### src/rtl/tx_packetizer_pkg.sv
// -----------------------------------------------------------------------------
// tx_packetizer_pkg
// Shared definitions for the ADC-to-UART packetizer: FSM state encoding,
// the byte-phase codes that track which byte of a frame is on the line, and
// the default frame header value.
// -----------------------------------------------------------------------------
package tx_packetizer_pkg;

    // First byte of every frame unless overridden at instantiation.
    localparam logic [7:0] HDR_DEFAULT = 8'hA5;

    typedef enum logic [2:0] {
        ST_IDLE,
        ST_LOAD,
        ST_SEND,
        ST_WAIT_LO,
        ST_WAIT_HI,
        ST_NEXT
    } state_e;

    // Which byte of the frame d_o currently holds.
    typedef enum logic [1:0] {
        PH_HDR,
        PH_MSB,
        PH_LSB,
        PH_CKS
    } phase_e;

endpackage : tx_packetizer_pkg

### src/rtl/tx_packetizer_sample_fifo.sv
// -----------------------------------------------------------------------------
// sample_fifo
// Small synchronous show-ahead FIFO that decouples ADC capture from the UART
// byte rate. rd_data always presents the oldest entry while empty is low.
//
// Ports
//   clk      in   1      system clock, rising edge
//   rst      in   1      synchronous active-high reset; empties the FIFO
//   push     in   1      write wr_data (ignored when full unless popping)
//   wr_data  in   Width  data to store
//   pop      in   1      discard the oldest entry (ignored when empty)
//   rd_data  out  Width  oldest entry
//   full     out  1      Depth entries stored
//   empty    out  1      no entries stored
// -----------------------------------------------------------------------------
module sample_fifo #(
    parameter int Width = 16,
    parameter int Depth = 4   // power of 2, >= 2
) (
    input  logic             clk,
    input  logic             rst,
    input  logic             push,
    input  logic [Width-1:0] wr_data,
    input  logic             pop,
    output logic [Width-1:0] rd_data,
    output logic             full,
    output logic             empty
);

    localparam int PtrW = $clog2(Depth);

    logic [Width-1:0] mem [Depth];
    logic [PtrW-1:0]  wr_ptr;
    logic [PtrW-1:0]  rd_ptr;
    logic [PtrW:0]    count;
    logic             do_push;
    logic             do_pop;

    assign full    = (count == (PtrW+1)'(Depth));
    assign empty   = (count == '0);
    assign do_pop  = pop && !empty;
    // A pop in the same cycle frees a slot, so a push on a full FIFO is legal then.
    assign do_push = push && (!full || do_pop);
    assign rd_data = mem[rd_ptr];

    // NOTE: sequential state uses non-blocking (<=) so every register samples
    // the pre-edge values of the others, independent of statement order.
    always_ff @(posedge clk) begin
        if (rst) begin
            wr_ptr <= '0;
            rd_ptr <= '0;
            count  <= '0;
        end else begin
            // Pointers are log2(Depth) wide, so they wrap modulo Depth for free.
            if (do_push) wr_ptr <= wr_ptr + PtrW'(1);
            if (do_pop)  rd_ptr <= rd_ptr + PtrW'(1);
            case ({do_push, do_pop})
                2'b10:   count <= count + (PtrW+1)'(1);
                2'b01:   count <= count - (PtrW+1)'(1);
                default: count <= count;
            endcase
        end
    end

    // NOTE: the storage array has no reset; stale contents are never observed
    // because empty gates every read, and leaving it unreset keeps it a plain RAM.
    always_ff @(posedge clk) begin
        if (do_push) mem[wr_ptr] <= wr_data;
    end

endmodule : sample_fifo

### src/rtl/tx_packetizer.sv
// -----------------------------------------------------------------------------
// tx_packetizer
// Frames 16-bit ADC samples into bytes for the RS-232 transmitter:
//   header, NumSamples x (MSB, LSB), 8-bit checksum of the sample bytes.
// Drives the transmitter's start / data / end-of-transmission handshake.
//
// Ports
//   clk_i     in   1   system clock, rising edge
//   rst_i     in   1   synchronous active-high reset
//   sample_i  in   16  ADC sample
//   valid_i   in   1   sample_i valid; accepted when valid_i & ready_o
//   ready_o   out  1   sample FIFO not full
//   st_o      out  1   one-cycle start pulse to the transmitter
//   d_o       out  8   byte to transmit; held from st_o until eot_i is high again
//   eot_i     in   1   transmitter level: 1 = idle/done, 0 = sending
//   busy_o    out  1   frame in progress
//   frame_o   out  1   one-cycle pulse after the checksum byte completes
// -----------------------------------------------------------------------------
module tx_packetizer
    import tx_packetizer_pkg::*;
#(
    parameter int         NumSamples = 31,          // 1..255
    parameter logic [7:0] Header     = HDR_DEFAULT,
    parameter int         FifoDepth  = 4            // power of 2
) (
    input  logic        clk_i,
    input  logic        rst_i,
    input  logic [15:0] sample_i,
    input  logic        valid_i,
    output logic        ready_o,
    output logic        st_o,
    output logic [7:0]  d_o,
    input  logic        eot_i,
    output logic        busy_o,
    output logic        frame_o
);

    localparam int CntW = $clog2(NumSamples + 1);

    // FIFO interface
    logic        fifo_pop;
    logic [15:0] fifo_rd_data;
    logic        fifo_full;
    logic        fifo_empty;

    // Registered state and its next-state values
    state_e            state,   state_next;
    phase_e            phase,   phase_next;
    logic [CntW-1:0]   cnt,     cnt_next;
    logic [7:0]        cks,     cks_next;
    logic [7:0]        d_q,     d_next;
    logic [7:0]        lsb_q,   lsb_next;
    logic              st_q,    st_next;
    logic              frame_q, frame_next;

    // ready_o is taken before any same-cycle pop, so a full FIFO never pushes.
    assign ready_o = !fifo_full;

    sample_fifo #(
        .Width (16),
        .Depth (FifoDepth)
    ) u_fifo (
        .clk     (clk_i),
        .rst     (rst_i),
        .push    (valid_i && ready_o),
        .wr_data (sample_i),
        .pop     (fifo_pop),
        .rd_data (fifo_rd_data),
        .full    (fifo_full),
        .empty   (fifo_empty)
    );

    always_ff @(posedge clk_i) begin
        if (rst_i) begin
            state   <= ST_IDLE;
            phase   <= PH_HDR;
            cnt     <= '0;
            cks     <= '0;
            d_q     <= '0;
            lsb_q   <= '0;
            st_q    <= 1'b0;
            frame_q <= 1'b0;
        end else begin
            state   <= state_next;
            phase   <= phase_next;
            cnt     <= cnt_next;
            cks     <= cks_next;
            d_q     <= d_next;
            lsb_q   <= lsb_next;
            st_q    <= st_next;
            frame_q <= frame_next;
        end
    end

    always_comb begin
        // NOTE: every signal driven here gets a default first, so no path can
        // leave one unassigned and infer a latch.
        state_next = state;
        phase_next = phase;
        cnt_next   = cnt;
        cks_next   = cks;
        d_next     = d_q;
        lsb_next   = lsb_q;
        st_next    = 1'b0;
        frame_next = 1'b0;
        fifo_pop   = 1'b0;

        case (state)
            // A frame only opens once there is at least one sample to follow
            // the header.
            ST_IDLE: begin
                if (!fifo_empty) begin
                    d_next     = Header;
                    cks_next   = '0;
                    cnt_next   = '0;
                    phase_next = PH_HDR;
                    state_next = ST_SEND;
                end
            end

            // Stalls here on FIFO underrun; the line just idles between bytes.
            ST_LOAD: begin
                if (!fifo_empty) begin
                    fifo_pop   = 1'b1;
                    d_next     = fifo_rd_data[15:8];
                    lsb_next   = fifo_rd_data[7:0];
                    cnt_next   = cnt + CntW'(1);
                    phase_next = PH_MSB;
                    state_next = ST_SEND;
                end
            end

            // Start only into an idle transmitter. Sample bytes join the
            // checksum as their start pulse is issued.
            ST_SEND: begin
                if (eot_i) begin
                    st_next = 1'b1;
                    if (phase == PH_MSB || phase == PH_LSB) begin
                        cks_next = cks + d_q;
                    end
                    state_next = ST_WAIT_LO;
                end
            end

            ST_WAIT_LO: begin
                if (!eot_i) state_next = ST_WAIT_HI;
            end

            ST_WAIT_HI: begin
                if (eot_i) state_next = ST_NEXT;
            end

            ST_NEXT: begin
                case (phase)
                    PH_HDR: state_next = ST_LOAD;
                    PH_MSB: begin
                        d_next     = lsb_q;
                        phase_next = PH_LSB;
                        state_next = ST_SEND;
                    end
                    PH_LSB: begin
                        if (cnt == CntW'(NumSamples)) begin
                            d_next     = cks;
                            phase_next = PH_CKS;
                            state_next = ST_SEND;
                        end else begin
                            state_next = ST_LOAD;
                        end
                    end
                    PH_CKS: begin
                        frame_next = 1'b1;
                        state_next = ST_IDLE;
                    end
                    default: state_next = ST_IDLE;
                endcase
            end

            default: state_next = ST_IDLE;
        endcase
    end

    assign st_o    = st_q;
    assign d_o     = d_q;
    assign frame_o = frame_q;
    assign busy_o  = (state != ST_IDLE);

endmodule : tx_packetizer

### config.mk
export PLATFORM = sky130hd
export DESIGN_NAME = tx_packetizer
export DESIGN_NICKNAME = d
export VERILOG_FILES = /design/src/rtl/tx_packetizer_pkg.sv /design/src/rtl/tx_packetizer_sample_fifo.sv /design/src/rtl/tx_packetizer.sv
export SDC_FILE = /design/constraint.sdc
export NUM_CORES = 1
export LEC_CHECK = 0
export ABC_AREA = 1
export BUFFER_PORTS_ARGS = -buffer_cell sky130_fd_sc_hd__buf_4
export CELL_PAD_IN_SITES_DETAIL_PLACEMENT = 0
export CELL_PAD_IN_SITES_GLOBAL_PLACEMENT = 1
export CORE_ASPECT_RATIO = 1.1
export CORE_MARGIN = 3
export CORE_UTILIZATION = 47
export DETAILED_ROUTE_END_ITERATION = 8
export PLACE_DENSITY_LB_ADDON = 0.1
export SLEW_MARGIN = 20
export SYNTH_ARGS = -nofsm -noshare
export SYNTH_HDL_FRONTEND = slang
export SYNTH_HIERARCHICAL = 1
export SYNTH_SLANG_ARGS = --single-unit
### constraint.sdc
create_clock -name clk_i -period 2.65 [get_ports clk_i]
set_input_delay 0.1325 -clock clk_i [delete_from_list [all_inputs] [get_ports clk_i]]
set_output_delay 0.1325 -clock clk_i [all_outputs]
set_load 0.02 [all_outputs]
; Word level (Yosys, flattened, before mapping)
; Memory sizes are Yosys's and may differ from the RTL's. A register that Yosys moved wholly into a read port is not among the register bits.
; Cells that the tools add are included.
[totals]
ff_bits = 43
ram_bits = 64
input_bits = 20
out_inout_bits = 12
word_cells = 98
mem_count = 1
[op_classes]
add_sub_neg = 6
n_eq_ne = 21
muxes = 33
bitwise = 3
n_reduce_logical = 23
[memory_table]
columns = memory, words, word_bits, rd, rd_ports_with_merged_regs, wr, line_no
row1 = u_fifo.mem, 4, 16, 1, 1, 1, tx_packetizer_sample_fifo.sv:32  ; logic [Width-1:0] mem [Depth];
[ops]
columns = operator, n
row1 = 8-bit two-way mux, 6
row2 = 8-bit case mux with 2 select lines, 2
row3 = 8-bit case mux with 3 select lines, 1
row4 = 3-bit case mux with 5 select lines, 1
row5 = 2-bit inequality test (second input constant), 7
row6 = 2-bit two-way mux, 6
row7 = 3-bit two-way mux, 4
row8 = 3-bit case mux with 4 select lines, 1
row9 = 5-bit two-way mux, 2
row10 = 5-bit case mux with 2 select lines, 1
row11 = 3-bit equality test (second input constant), 3
row12 = 8-bit adder, 1
row13 = 4-bit AND reduction, 2
row14 = 2-bit equality test (second input constant), 3
row15 = 3-bit by 2-bit equality test with 1-bit output (second input constant), 2
row16 = 3-bit logical NOT, 2
row17 = 1-bit two-way mux, 6
row18 = 3-bit inequality test (second input constant), 2
row19 = 2-bit case mux with 3 select lines, 1
row20 = 3-bit case mux with 2 select lines, 1
row21 = 2-bit nonzero test, 3
row22 = 3-bit nonzero test, 2
row23 = 2-bit OR reduction, 3
row24 = 5-bit by 1-bit adder with 5-bit output (second input constant), 1
row25 = other kinds (15), 23

; Logic depth before layout (Yosys ltp)
; Gate-level depths: netlist of the first run.
[logic_depth]
word_depth = 8
depth_mapped = 18
ltp_nobuf = 18

; By module
; The synthesis of the first run kept the hierarchy.
[by_module_without_submodules]
columns = module, instances, cells_each, area_each_um2, seq_area_each_um2
row1 = sample_fifo, 1, 228, 2866.5, 2102.0
row2 = tx_packetizer, 1, 284, 2030.7, 720.7

; Least setup slack after synthesis of the first run
; Ideal clock, no wire load.
[synth_path]
path_type = reg2reg
start = register u_fifo.count[1]
end = memory u_fifo.mem[0][0], enable pin
setup_ps = 389
t_arrival_ps = 1998
t_required_ps = 2261
path_slack_ps = 264
path_stages_with_launch = 11
n_path_buf = 0
synth_period_minus_slack_ps = 2386
path_cell_list = dfxtp_1 > nor2_2 > nand2_2 > inv_1 > inv_1 > nand3_2 > inv_1 > inv_1 > nand3_2 > nand2_1 > nor2_1
[synth_via]
elab_chain_len = 8
word_cells_on_any_way = 12
cone_classes = 1 x eq/ne / 4 x mux / 7 x reduce/logical
[synth_rtl]
columns = element, line_no
row1 = start: declaration, tx_packetizer_sample_fifo.sv:35  ; logic [PtrW:0] count;
row2 = start signal: assignment, tx_packetizer_sample_fifo.sv:58  ; 2'b10: count <= count + (PtrW+1)'(1);
row3 = start signal: assignment, tx_packetizer_sample_fifo.sv:59  ; 2'b01: count <= count - (PtrW+1)'(1);
row4 = start signal: assignment, tx_packetizer_sample_fifo.sv:60  ; default: count <= count;
row5 = 3-bit logical NOT, tx_packetizer_sample_fifo.sv:40  ; assign empty = (count == '0);
row6 = named net fifo_empty, tx_packetizer.sv:44  ; logic fifo_empty;
row7 = 1-bit two-way mux, tx_packetizer.sv:123  ; if (!fifo_empty) begin
row8 = 1-bit two-way mux, tx_packetizer.sv:108  ; case (state)
row9 = named net fifo_pop, tx_packetizer.sv:41  ; logic fifo_pop;
row10 = 1-bit logical AND, tx_packetizer_sample_fifo.sv:41  ; assign do_pop = pop && !empty;
row11 = 1-bit logical OR, tx_packetizer_sample_fifo.sv:43  ; assign do_push = push && (!full || do_pop);
row12 = 1-bit logical AND, tx_packetizer_sample_fifo.sv:43
row13 = 1-bit two-way mux, tx_packetizer_sample_fifo.sv:68  ; if (do_push) mem[wr_ptr] <= wr_data;
row14 = 1-bit two-way mux (implied by the code), tx_packetizer_sample_fifo.sv:68
row15 = end: declaration, tx_packetizer_sample_fifo.sv:32
; The timed path passes the listed nets, and every way through them passes these cells.

; Worst setup path in the final report of the first run
[layout_path]
start = register u_fifo.count[1]
end = register u_fifo.count[2]
[layout_via]
elab_chain_len = 8
word_cells_on_any_way = 16
cone_classes = 2 x add/sub / 3 x eq/ne / 3 x mux / 8 x reduce/logical
[layout_rtl]
columns = element, line_no
row1 = 3-bit logical NOT *, tx_packetizer_sample_fifo.sv:40
row2 = named net fifo_empty, tx_packetizer.sv:44
row3 = 1-bit two-way mux *, tx_packetizer.sv:123
row4 = 1-bit two-way mux *, tx_packetizer.sv:108
row5 = named net fifo_pop, tx_packetizer.sv:41
row6 = 1-bit logical AND *, tx_packetizer_sample_fifo.sv:41
row7 = 1-bit logical OR, tx_packetizer_sample_fifo.sv:43
row8 = 1-bit logical AND, tx_packetizer_sample_fifo.sv:43
row9 = 2-bit by 1-bit equality test with 1-bit output / 2-bit equality test (equally long branches), tx_packetizer_sample_fifo.sv:57  ; case ({do_push, do_pop})
row10 = 3-bit case mux with 2 select lines / 2-bit nonzero test (equally long branches), n/a
; Mark *: on every way through the listed nets, which the timed path passes. The rest lies on a longest branch.
; A chain may end at the register's enable or synchronous reset.

==> results of run 1 <==
-- synth_stat cells (all sizes together) --
cell	instances
and2	1
nand3	26
edfxtp	64
a31oi	1
dlygate4sd1	1
nand2	84
ha	17
nor3	2
buf	14
nand4	1
or2	1
a21oi	42
clkinv	1
inv	57
dfxtp	45
o21ai	64
fa	2
a211oi	5
nor2	63
xor2	3
o22ai	17
o211ai	1
-- worst reg2reg max path, cell delays in order, from the launching register on --
cell and delay [ps]:
dfxtp_1 370, nor2_4 160, nand2_2 90, inv_1 80, inv_1 110, nand3_2 100, inv_1 100, inv_1 120
nand3_4 120, nand2_4 100, ha_1 160, inv_1 60, fa_1 390, inv_1 60, nand2_1 40, nand3_1 80
nand2_1 50, nand2_1 50, nor2_1 40
-- sequential cells by signal (all words and copies together) (netlist names), named ones only --
signal	flops
frame_o	1
st_o	1
cnt	5
lsb_q	8
phase	2
cks	8
u_fifo/count	3
state	3
d_o	8
u_fifo/rd_ptr	2
u_fifo/wr_ptr	2
u_fifo/mem	64
-- cells by family (layout without fill, tap and decap cells) --
group | Yosys count | count (layout) | share of synthesized area, %
XOR/XNOR | 3 | 3 | 0.537
buffers and inverters | 73 | 130 | 6.26
AO/OA/AOI/OAI | 130 | 130 | 14.7
flip-flops | 109 | 109 | 57.6
adder cells (fa/ha/maj) | 19 | 19 | 5.16
AND/OR/NAND/NOR | 178 | 178 | 15.7
-- power by group --
part           switching [uW]  internal (uW)  leakage, uW
sequential               90.3           1950     0.000954
combinational             656            346      0.00117
clock                     567            439    0.0000895
-- layer usage --
metal / global-route usage (%) / part of all wire (%) / vias up
li1: - / - / 1849
met1: 23.8 / 48 / 1652
met2: 30.4 / 47 / 59
met3: 3.39 / 3.6 / 13
met4: 6.30 / 1.5 / 0
met5: 0 / 0 / -
-- final cells by class --
cell class                      instances  area (um2)  area share [%]
Clock inverter                          7        73.8            1.30
Clock buffer                            9         124            2.19
Multi-Input combinational cell        330        1790            31.6
Inverter                               58         218            3.85
Sequential cell                       109        2820            49.9
Timing Repair Buffer                   56         460            8.13
Tap cell                              140         175            3.09
-- path summary, 6_finish.rpt --
path                                 startpoint         endpoint  cells after the start
worst max-delay path            u_fifo/count[1]  u_fifo/count[2]                     18
worst min-delay path                      eot_i             st_o                      3
worst max register to register  u_fifo/count[1]  u_fifo/count[2]                     18
worst min register to register         lsb_q[2]         lsb_q[2]                      2
-- per-stage QoR --
| step | hold WS (ps) | total power [uW] | utilization [%] |
|---|---|---|---|
| 2_1_floorplan | 205 | 2760 | - |
| 3_3_place_gp | 331 | 3050 | 52.7 |
| 3_5_place_dp | 335 | 3060 | 52.7 |
| 4_1_cts | 61.5 | 4080 | 56.2 |
| 5_1_grt | 88.2 | 4290 | 56.4 |
| 6_report | 84.0 | 4050 | 56.4 |
-- timing repair --
action / 4_1_cts / 5_1_grt
setup endpoints to repair: 0 / 1
gates resized for setup: 0 / 4
hold endpoints to repair: 64 / 0
hold buffers: 16 / 0
==> flow_metrics.tcl, run 1 <==
set metrics [dict create \
    ys_ff_latch 109 \
    regToRegSetupSlack_ps 260 \
    cpMaxStageDelayCell "fa_1" \
    die_width_um 103 \
    crit_family "simple AND/OR/NAND/NOR gates" \
    relSlewSlack_pct 61.4 \
    layout-drive-gt1-share_pct 13.4 \
    cts.clk_slew.worst_paths_ps 100 \
    syn-num-nets 551 \
    initial_core_util_pct 48.8 \
    instances_no_fill 709 \
    vias_per_cell 5.04 \
    track_usage_pct 18.3 \
    tns_ps 0 \
    portBuffers 31 \
    fillers 907 \
    dieArea_um2 11700 \
    arrival_ps 2660 \
    final_cell_mix "nand2_1, edfxtp_1, nor2_1" \
    drtAntennaViolNets 0 \
    worst_pin_slew_ps 579 \
    dp.cells 677 \
    wirelength_mm 10.1 \
    place_hpwl_mm 6.84 \
    worstPathCellList "nor2_4 > nand2_2 > inv_1 > inv_1 > nand3_2 > inv_1 > inv_1 > nand3_4 > nand2_4 > ha_1 > inv_1 > fa_1 > inv_1 > nand2_1 > nand3_1 > nand2_1 > nand2_1 > nor2_1" \
    core_area_um2 10000 \
    drc 0 \
    crit_buf_inv 6 \
    antenna_found_initial 0 \
    dr.pass1.iters 4 \
    cpPeakStageDelay_ps 390 \
    timing.final.ws_setup_ps 256 \
    syn_inst 512 \
    fmax_mhz 418 \
    hold_viol 0 \
    root_buffer "clkbuf_8" \
    startpoint_type "flip-flop" \
    vias 3573 \
    cts.sinks 109 \
    insertion_delay_ps 370 \
    synth_area_leader_cell "edfxtp_1" \
    grt_pass1_wl_mm 16.2 \
    period_share_pct 90.3 \
    io_pins 32 \
    die_h_um 113 \
    synth_area_um2 4900 \
    place_area_um2 5280 \
    layout.nets 603 \
    vdd_drop_max_mv 0.421 \
    outcome "completed" \
    place.gp.congestion 0.820 \
    skew_ps 10.2 \
    h-tree-depth 3 \
    tritoncts "done" \
    cpMostUsedCell "inv_1" \
    areaGrowthSynthToFinish_pct 15.6 \
    worstSetupPathType "flip-flop to flip-flop" \
    ys_seq_area_share_pct 57.6 \
    endpoint_kind "flip-flop" \
    cp.required_ps 2920 \
    syn_avg_cell_area_um2 9.56 \
    yosysUniqueCellTypes 37 \
    diodes 0 \
    dp_worst_setup_slack_ps 211 \
    routedWlPerCell_um 14.2 \
    synthTopCellsByArea "edfxtp_1, dfxtp_1, nand2_1" \
    grt_pass1_vias 3325 \
    leakagePower_uw 0.00221 \
    setup_violations 0 \
    fin_area_um2 5660 \
    worst-path-max-fanout 6 \
    final-max-slew-violation-count 0 \
    layout_min_cycle_time_ps 2390 \
    drtIter0Drc 176 \
    cts_buffers 9 \
    yosys.area.top_type_share_pct 39.2 \
    cap_violations 0 \
    overflow 0 \
    p_per_area_nw_per_um2 716 \
    yosys_warnings 6 \
    rows 38 \
    hp-class "input port to flip-flop" \
    grt_start_max_net_pins 33 \
    final_common_cell "nand2_1" \
    cts_setup_buffers 0 \
    cts.path.max_buffers 2 \
]
No activity file was read; power rests on OpenSTA's default activity.
==> inputs of run 2 (changes only) <==
--- a/config.mk
+++ b/config.mk
@@ -14,6 +14,7 @@
 export CORE_UTILIZATION = 47
 export DETAILED_ROUTE_END_ITERATION = 8
 export PLACE_DENSITY_LB_ADDON = 0.1
+export RECOVER_POWER = 100
 export SLEW_MARGIN = 20
 export SYNTH_ARGS = -nofsm -noshare
 export SYNTH_HDL_FRONTEND = slang
==> constraint.sdc (replaced) <==
create_clock -name clk_i -period 2.65 [get_ports clk_i]
set_input_delay 0 -clock clk_i [delete_from_list [all_inputs] [get_ports clk_i]]
set_output_delay 0 -clock clk_i [all_outputs]
set_load 0.02 [all_outputs]
==> flow_metrics.tcl, run 2 (synthesized netlist as in run 1, its figures left out) <==
set metrics [dict create \
    startpoint_type "flip-flop" \
    p_per_area_nw_per_um2 718 \
    rows 38 \
    hp-class "input port to flip-flop" \
    layout-drive-gt1-share_pct 7.52 \
    crit_family "simple AND/OR/NAND/NOR gates" \
    p_clk_share_pct 25.1 \
    wirelength_mm 10.1 \
    dieArea_um2 11700 \
    grt_start_max_net_pins 33 \
    tritoncts "done" \
    min_from "valid_i" \
    cpPeakStageDelay_ps 390 \
    die_h_um 113 \
    place_hpwl_mm 6.84 \
    overflow 0 \
    initial_core_util_pct 48.8 \
    relSlewSlack_pct 52.4 \
    diodes 0 \
    dr.pass1.iters 4 \
    cts.sinks 109 \
    cts.clk_slew.worst_paths_ps 100 \
    max_flop_register "u_fifo/mem" \
    largest_reg_flops 64 \
    crit_buf_inv 6 \
    worst-path-max-fanout 6 \
    layout.nets 606 \
    layout_min_cycle_time_ps 2370 \
    worstSetupPathType "flip-flop to flip-flop" \
    h-tree-depth 3 \
    cpMaxStageDelayCell "fa_1" \
    place.gp.congestion 0.820 \
    cp.required_ps 2910 \
    endpoint_kind "flip-flop" \
    intPower_uw 2690 \
    place_area_um2 5280 \
    grt_pass1_wl_mm 16.2 \
    switching_power_uw 1290 \
    timing.final.ws_setup_ps 283 \
    final_cell_mix "nand2_1, edfxtp_1, nor2_1" \
    switching_share_pct 32.5 \
    rsz0062_at_grt "false" \
    setup_violations 0 \
    vdd_drop_max_mv 0.418 \
    tns_ps 0 \
    drtAntennaViolNets 0 \
    routedWlPerCell_um 14.2 \
    insertion_delay_ps 360 \
    skew_ps 8.73 \
    arrival_ps 2630 \
    outcome "completed" \
    cts.path.max_buffers 2 \
    hold_viol 0 \
    vias_per_cell 5.06 \
    leakagePower_uw 0.00211 \
    final-max-slew-violation-count 0 \
    final_common_cell "nand2_1" \
    track_usage_pct 18.3 \
    portBuffers 31 \
    die_width_um 103 \
    cts_buffers 9 \
    cts_setup_buffers 0 \
    vias 3603 \
    power_frac_comb_pct 23.5 \
    cap_violations 0 \
    cpMostUsedCell "inv_1" \
    grt_pass1_vias 3330 \
    worst_setup_path_startpoint "u_fifo/count[1]" \
    fmax_mhz 423 \
    drtIter0Drc 151 \
    root_buffer "clkbuf_8" \
    period_share_pct 89.3 \
    fin_area_um2 5550 \
    power_frac_seq_pct 51.4 \
    drc 0 \
    worst_pin_slew_ps 714 \
    worstPathCellList "nor2_4 > nand2_2 > inv_1 > inv_1 > nand3_2 > inv_1 > inv_1 > nand3_4 > nand2_4 > ha_1 > inv_1 > fa_1 > inv_1 > nand2_1 > nand3_1 > nand2_1 > nand2_1 > nor2_1" \
    antenna_found_initial 0 \
    rr_startpoint "u_fifo/count[1]" \
    dp_worst_setup_slack_ps 211 \
    areaGrowthSynthToFinish_pct 13.2 \
    core_area_um2 10000 \
    io_pins 32 \
]
-- run 2: cell type report --
| type | instances | area, um2 |
|---|---|---|
| clock buffers | 9 | 124 |
| inverters | 58 | 218 |
| multi-input cells | 330 | 1760 |
| fillers | 952 | 4490 |
| well taps | 140 | 175 |
| clock inverters | 7 | 73.8 |
| repair buffers | 59 | 372 |
| flip-flops and latches | 109 | 2820 |
-- run 2: final timing paths --
path,endpoint,slack (ps),cells after the start
worst max register to register,u_fifo/count[2],280,18
worst min-delay path,u_fifo/wr_ptr[0],120,5
worst max-delay path,u_fifo/count[2],280,18
worst min register to register,lsb_q[2],470,2
-- run 2: timing repair --
action	in CTS	in global routing
resized for setup	0	4
endpoints found under the setup margin	0	1
endpoints found under the hold margin	69	0
hold buffers	19	0
-- run 2: power by group through the flow --
| stage | Combinational (uW) | Sequential [uW] | Clock (uW) |
|---|---|---|---|
| 2_1_floorplan | 660 | 2100 | 0 |
| 3_3_place_gp | 973 | 2080 | 0 |
| 3_5_place_dp | 981 | 2080 | 0 |
| 4_1_cts | 1010 | 2040 | 1040 |
| 5_1_grt | 1060 | 2060 | 1100 |
| 6_report | 935 | 2040 | 1000 |
-- run 2: metrics by stage --
stage               hold slack [ps]  util (%)  instances  total power [uW]
floorplan                      73.0         -        512              2760
global placement                199      52.7        677              3050
detailed placement              203      52.7        677              3060
CTS                            61.4      56.5        712              4090
global route                    130      55.3        712              4220
finish                          118      55.3        712              3980
-- run 2: per-layer routing --
metal	part of all wire (%)	global-route usage [%]	wire, um	up-vias
met1	48	23.9	4870	1672
met3	3.8	3.39	386	12
li1	-	-	-	1851
met2	47	30.4	4720	68
met5	0	0	0	-
met4	1.4	6.30	146	0
-- run 2: tightest hold or removal path, cell delays in order --
cell and delay [ps]:
buf_4 110, inv_1 40, nor2_1 90, a21oi_1 160, nor2_1 50
